==> src/rtl/alu.sv <==
// Registered integer ALU for the execute stage: MIPS-style primary opcode
// applied to two operands, result and {N,Z,C,V} captured on each rising edge.
module alu #(
    parameter int unsigned WIDTH = 32
) (
    input  logic             Clock,
    input  logic             Reset_n,
    input  logic [WIDTH-1:0] Value1,
    input  logic [WIDTH-1:0] Value2,
    input  logic [5:0]       OPCode,
    output logic [3:0]       ResultC,
    output logic [WIDTH-1:0] Status
);

    typedef enum logic [5:0] {
        OP_BEQ  = 6'b000100,
        OP_BNE  = 6'b000101,
        OP_ADD  = 6'b001000,
        OP_ADDU = 6'b001001,
        OP_SLT  = 6'b001010,
        OP_SLTU = 6'b001011,
        OP_AND  = 6'b001100,
        OP_OR   = 6'b001101,
        OP_XOR  = 6'b001110,
        OP_LUI  = 6'b001111,
        OP_SUB  = 6'b100010,
        OP_SUBU = 6'b100011
    } opcode_e;

    opcode_e          op;
    logic [WIDTH-1:0] b_inv;
    logic [WIDTH:0]   add_full;
    logic [WIDTH:0]   sub_full;
    logic             add_v;
    logic             sub_v;
    logic             lt_s;
    logic             lt_u;

    logic [WIDTH-1:0] status_d, status_q;
    logic [3:0]       flags_d, flags_q;
    logic             carry_d;
    logic             ovf_d;
    logic             valid_d;

    assign op = opcode_e'(OPCode);

    // Subtraction shares the adder form A + ~B + 1 so carry means "no borrow".
    always_comb begin
        b_inv    = ~Value2;
        add_full = {1'b0, Value1} + {1'b0, Value2};
        sub_full = {1'b0, Value1} + {1'b0, b_inv} + {{WIDTH{1'b0}}, 1'b1};
        add_v    = (Value1[WIDTH-1] == Value2[WIDTH-1]) &&
                   (add_full[WIDTH-1] != Value1[WIDTH-1]);
        sub_v    = (Value1[WIDTH-1] == b_inv[WIDTH-1]) &&
                   (sub_full[WIDTH-1] != Value1[WIDTH-1]);
        lt_s     = $signed(Value1) < $signed(Value2);
        lt_u     = Value1 < Value2;
    end

    always_comb begin
        status_d = '0;
        carry_d  = 1'b0;
        ovf_d    = 1'b0;
        valid_d  = 1'b1;
        unique case (op)
            OP_ADD: begin
                status_d = add_full[WIDTH-1:0];
                carry_d  = add_full[WIDTH];
                ovf_d    = add_v;
            end
            OP_ADDU: begin
                status_d = add_full[WIDTH-1:0];
                carry_d  = add_full[WIDTH];
            end
            OP_SUB: begin
                status_d = sub_full[WIDTH-1:0];
                carry_d  = sub_full[WIDTH];
                ovf_d    = sub_v;
            end
            OP_SUBU: begin
                status_d = sub_full[WIDTH-1:0];
                carry_d  = sub_full[WIDTH];
            end
            OP_SLT:  status_d = {{(WIDTH-1){1'b0}}, lt_s};
            OP_SLTU: status_d = {{(WIDTH-1){1'b0}}, lt_u};
            OP_AND:  status_d = Value1 & Value2;
            OP_OR:   status_d = Value1 | Value2;
            OP_XOR:  status_d = Value1 ^ Value2;
            OP_LUI:  status_d = {Value2[15:0], {(WIDTH-16){1'b0}}};
            OP_BEQ:  status_d = {{(WIDTH-1){1'b0}}, (Value1 == Value2)};
            OP_BNE:  status_d = {{(WIDTH-1){1'b0}}, (Value1 != Value2)};
            default: valid_d  = 1'b0;
        endcase
        // Unrecognised opcodes report an all-clear code, not Z=1.
        flags_d = valid_d ? {status_d[WIDTH-1], (status_d == '0), carry_d, ovf_d}
                          : 4'b0000;
    end

    always_ff @(posedge Clock or negedge Reset_n) begin
        if (!Reset_n) begin
            status_q <= '0;
            flags_q  <= '0;
        end else begin
            status_q <= status_d;
            flags_q  <= flags_d;
        end
    end

    assign Status  = status_q;
    assign ResultC = flags_q;

endmodule

==> config.mk <==
export PLATFORM = sky130hd
export DESIGN_NAME = alu
export DESIGN_NICKNAME = d
export VERILOG_FILES = /design/src/rtl/alu.sv
export SDC_FILE = /design/constraint.sdc
export NUM_CORES = 1
export LEC_CHECK = 0
export ABC_AREA = 1
export CORE_MARGIN = 2
export CORE_UTILIZATION = 39
export CTS_BUF_LIST = sky130_fd_sc_hd__clkbuf_16
export DETAILED_ROUTE_END_ITERATION = 6
export GPL_TIMING_DRIVEN = 0
export PLACE_DENSITY_LB_ADDON = 0.15
export SYNTH_ARGS = -nofsm -noshare
export SYNTH_HDL_FRONTEND = slang
export SYNTH_SLANG_ARGS = --single-unit
==> constraint.sdc <==
create_clock -name Clock -period 1.65 [get_ports Clock]
set_input_delay 0.4125 -clock Clock [delete_from_list [all_inputs] [get_ports Clock]]
set_output_delay 0.4125 -clock Clock [all_outputs]
set_load 0.005 [all_outputs]
Yosys cells after proc, flatten, opt, wreduce, memory -nomap -nowiden:

Index checks and enable logic that the tools add are counted.

* bits in latches: 0
* bits in writable memories: 0
* ROM bits: 0
* output and inout bits: 36
* memories kept: 0
* register bits: 36

* bitwise logic cells: 4
* div/mod/pow operators: 0
* $mul: 0
* reduce and logical (&&, ||, !) cells: 6
* eq/ne operators: 18
* shift-type cells: 0
* multiplexer cells: 5
* order comparisons: 2
* add/sub/neg operators: 3

Operator list (count)
* $pmux W32 S10: 1
* $add A32 B32 Y33: 2
* $lt A32 B32 Y1: 2
* $eq A6 B4 Y1 const B: 8
* $add A33 B1 Y33 const B: 1
* $and A32 B32 Y32: 1
* $eq A32 B32 Y1: 1
* $logic_not A32 Y1: 1
* $ne A32 B32 Y1: 1
* $not A32 Y32: 1
* $or A32 B32 Y32: 1
* $xor A32 B32 Y32: 1
* $eq A6 B3 Y1 const B: 2
* $eq A6 B6 Y1 const B: 2
* $reduce_or A12 Y1: 1
* $mux W4: 1
* $pmux W1 S2: 2
* $reduce_or A2 Y1: 2
* $eq A1 B1 Y1: 2
* $logic_and A1 B1 Y1: 2
* $ne A1 B1 Y1: 2
* $mux W1: 1

Longest topological paths before layout:

* word-level depth: 7
* mapped depth: 21
* depth with buffers taken out: 20

Worst setup path after synthesis:

OpenSTA, ideal clock, no wires.

* path kind: in2reg
* start: input Value1[0]
* end: register flags_q[2] (netlist: ResultC[2])
* data required time: 1.579 ns
* cell stages on the path: 17
* library setup time: 0.071 ns
* data arrival time: 2.197 ns
* path slack: -0.619 ns
* buffers on the path: 0
* cell sequence: ha_1 > fa_1 > nand3_1 > nand3_1 > nand2_1 > nand2_2 > nand2_2 > nand2_2 > nand2_2 > nand3_1 > nand3_2 > nand3_2 > nor2_1 > nand2_1 > nor2_1 > nand3_1 > nor2_1

* longest elaborated chain between the ends: 5
* elaborated cells on any way between the ends: 13
* those cells by class: add/sub (3); order compare (2); eq/ne (2); mux (2); bitwise (3); reduce/logical (1)

RTL lines
* start: declaration: RTL line 8 `input logic [WIDTH-1:0] Value1,`
* $add A32 B32 Y33: RTL line 51 `sub_full = {1'b0, Value1} + {1'b0, b_inv} + {{WIDTH{1'b0}}, 1'b1};`
* $add A33 B1 Y33: RTL line 51
* $pmux W32 S10 (*): RTL line 65 `unique case (op)`
* net status_d[28]: RTL line 39 `logic [WIDTH-1:0] status_d, status_q;`
* $logic_not A32 Y1 (*): RTL line 95 `flags_d = valid_d ? {status_d[WIDTH-1], (status_d == '0), carry_d, ovf_d}`
* $mux W4 (*): RTL line 95
* net flags_d[2]: RTL line 40 `logic [3:0] flags_d, flags_q;`
* end signal: assignment: RTL line 105 `flags_q <= flags_d;`
* end: declaration: RTL line 40

The timed path passes the listed nets; every way through them passes the cells marked *.

Worst setup path after layout:

* start: input Value2[9]
* end: register flags_q[2] (netlist: ResultC[2])

* longest elaborated chain between the ends: 6
* elaborated cells on any way between the ends: 14
* those cells by class: add/sub (3); order compare (2); eq/ne (2); mux (2); bitwise (4); reduce/logical (1)

RTL lines
* start: declaration: RTL line 9 `input logic [WIDTH-1:0] Value2,`
* $not A32 Y32: RTL line 49 `b_inv = ~Value2;`
* $add A32 B32 Y33: RTL line 51
* $add A33 B1 Y33: RTL line 51
* $pmux W32 S10 (*): RTL line 65
* net status_d[29]: RTL line 39
* $logic_not A32 Y1 (*): RTL line 95
* $mux W4 (*): RTL line 95
* net flags_d[2]: RTL line 40

Marks and branches as above.

==> impl_metrics.env <==
export IMPL_start_kind="input pin"
export IMPL_antenna_found_initial=0
export IMPL_ys_flop_type="dfrtp_1"
export IMPL_syn_num_nets=1625
export IMPL_max_slew_margin_pct=48.1
export IMPL_cp_startpoint="Value2[9]"
export IMPL_final_nets=1865
export IMPL_drc=0
export IMPL_synth_area_top_cells="nand2_1 20%, ha_1 14%, inv_1 13%"
export IMPL_dr_max_layer_used="met4"
export IMPL_areaGrowthSynthToFinish_pct=69.2
export IMPL_fin_ws_ns=-0.668
export IMPL_synth_seq_cells=35
export IMPL_grt_usage_pct=32.1
export IMPL_overflow=0
export IMPL_maxCapViolCount=0
export IMPL_critical_path_max_fanout=5
export IMPL_p_sw_share_pct=47.0
export IMPL_diodes=0
export IMPL_dr_wl_met2_mm=17.3
export IMPL_die_y_um=151
export IMPL_fin_crit_sh_pct=140
export IMPL_regArea_um2=876
export IMPL_grt_pass1_vias=9559
export IMPL_ys_seq_area_share_pct=10.4
export IMPL_violations="setup timing"
export IMPL_cts_sinks=35
export IMPL_die_w_um=151
export IMPL_grt_pass1_wl_mm=54.3
export IMPL_setup_viol=29
export IMPL_final_cell_mix="260 x nand2_1, 189 x inv_1, 138 x nand2_2"
export IMPL_path_class="input pin to flip-flop"
export IMPL_synthArstFlopShare_pct=100
export IMPL_status="finished, violations left"
export IMPL_synth_distinct_cells=43
export IMPL_fin_crit_ns=2.32
export IMPL_dp_hpwl_mm=29.2
export IMPL_netlist_area_um2=8450
export IMPL_end_kind="flip-flop"
export IMPL_power_switching_mw=3.04
export IMPL_synth_area_per_cell_um2=5.80
export IMPL_io_pins=108
export IMPL_yosysWarningCount=0
export IMPL_power_internal_mw=3.43
export IMPL_arrival_ns=2.54
export IMPL_fmax_ghz=0.431
export IMPL_path_clk_slew_ns=0.06
export IMPL_cts_root_buf="clkbuf_16"
export IMPL_pwr_share_comb_pct=68.8
export IMPL_tritoncts="yes"
export IMPL_finalWeightedCongestion=0.956
export IMPL_p_clk_share_pct=17.2
export IMPL_start_util_pct=39.9
export IMPL_drt_initial_drc_count=721
export IMPL_ir_drop_mv=0.346
export IMPL_power_mw=6.47
export IMPL_power_density_nw_per_um2=453
export IMPL_die_area_um2=22800
export IMPL_multiInputGateArea_um2=8670
export IMPL_wl_per_cell_um=19.5
export IMPL_rsz0062_at_grt="yes"
export IMPL_vias=10400
export IMPL_synth_edf_count=0
export IMPL_setup_tns_ns=-7.46
export IMPL_synth_top_cell_by_area="nand2_1"
export IMPL_final_layout_size_suffix_gt1_share_pct=53.7
export IMPL_synthCells=1455
export IMPL_fp_row_count=53
export IMPL_finalMaxSlewViolations=0
export IMPL_route_met3_wl_mm=3.14
export IMPL_fp_coreArea_um2=21200
export IMPL_cts_hold_buf=0
export IMPL_cts_path_max_buffers=2
export IMPL_met1_length_mm=16.5
export IMPL_ant_nets=0
export IMPL_grt_max_degree=36
export IMPL_p_leak_nw=7.40
export IMPL_tightest_slew_ns=0.778
export IMPL_htree_levels=2
export IMPL_io_buffers=107
export IMPL_final_common_cell="nand2_1"
export IMPL_synth_top_area_share_pct=19.6
export IMPL_wl_mm=38.5
export IMPL_firstDrtPassIters=5
export IMPL_required_ns=1.88
export IMPL_n_fill_cell=1830
export IMPL_vias_per_cell=5.30
export IMPL_holdCritPathClass="input pin to asynchronous set/reset pin"
export IMPL_hold_viol=0
export IMPL_cts_buffers_inserted=5
export IMPL_pwr_share_seq_pct=14.0
[flip-flops by register name (all words and copies together), names as in the netlist]
signal,cells
Status,31
ResultC,4
[worst paths after layout]
check                                        to  slack, ns  depth (start not counted)
max                        ResultC[2]$_DFF_PN0_      -0.67                         20
min                        Status[13]$_DFF_PN0_       0.18                          1
max in group asynchronous  ResultC[2]$_DFF_PN0_       0.95                          1
min in group Clock         Status[18]$_DFF_PN0_       0.44                          3
[cells in the mapped netlist (2+ instances only)]
library cell and number:
buf_4 10, a221oi_1 15, nand4_1 23, o21ai_1 2
nor2_2 25, nand2_2 36, o21ai_0 21, nand3b_1 2
nand2_4 4, nor4_1 2, and2_1 2, xor2_1 3
a21oi_2 11, buf_2 9, inv_1 284, clkbuf_1 3
nand3_2 20, nor2_1 85, a21oi_1 42, o221ai_1 5
o22ai_1 23, clkinv_1 4, nor3_2 4, dfrtp_1 35
nor3_1 9, o21bai_1 5, fa_1 2, nand2_1 442
and3_1 4, nand3_1 137, buf_6 25, nor2_4 19
ha_1 96, o211ai_1 2, inv_2 36
[routing by layer]
metal | vias to the layer above | GRT usage (%)
met3 | 71 | 6.93
met2 | 419 | 51.2
met1 | 4945 | 42.7
met5 | - | 2.27
li1 | 5003 | -
met4 | 0 | 11.4
[kinds of logic (layout without fill, tap and decap cells)]
kind of cell | count (synthesis) | count (layout) | synth area share [%]
and+or+nand+nor | 815 | 815 | 45.2
AOI/OAI and AO/OA | 131 | 131 | 9.99
adders and majority gates | 98 | 98 | 14.7
DFF | 35 | 35 | 10.4
xor gates and xnor gates | 3 | 3 | 0.311
buffers and inverters | 373 | 614 | 19.4
[stage by stage]
step	setup WS, ns	hold WS [ns]	instance area [um^2]	std cells	utilization [%]
CTS	-0.686	0.219	12600	1910	59.8
global route	-0.762	0.262	14300	1971	67.6
finish	-0.668	0.179	14300	1971	67.6
detailed placement	-1.89	0.535	10600	1837	49.9
global placement	-1.89	1.18	10600	1837	50.0
floorplan	-0.446	0.117	9160	1455	-
[critical path, stage by stage]
cell and delay, ns:
buf_12 0.09, clkinv_8 0.04, ha_4 0.26, buf_12 0.15
nor2_4 0.15, buf_6 0.13, inv_6 0.03, nor3_4 0.20
nand2_4 0.08, nand3_4 0.10, nand2_2 0.07, nand2_1 0.06
nand2_1 0.06, nand3_2 0.09, nand3_4 0.12, nor2_4 0.14
nand2_2 0.07, nor2_2 0.12, nand3_2 0.07, nor2_1 0.07
[power groups by stage]
stage | Sequential (mW) | Clock (mW) | Combinational (mW)
final | 0.908 | 1.11 | 4.45
after global routing | 0.912 | 1.16 | 4.74
after CTS | 0.908 | 1.12 | 3.75
after detailed placement | 0.924 | 0 | 3.00
after global placement | 0.922 | 0 | 2.97
after floorplan | 0.929 | 0 | 2.03
[what timing repair did]
action,CTS,global route
gates resized for setup,581,446
setup buffers,65,77
gates cloned,6,2
endpoints found under the setup margin,35,36
pin swaps,116,212
[layout make-up]
class	count	share of cell area [%]
clock buffers	5	0.875
well taps	275	2.41
inverters	326	9.88
plain buffers	31	3.44
flip-flops and latches	35	6.13
repair buffers	249	16.3
multi-input cells	1047	60.7
clock inverters	3	0.306
No activity file was read; power rests on OpenSTA's default activity.
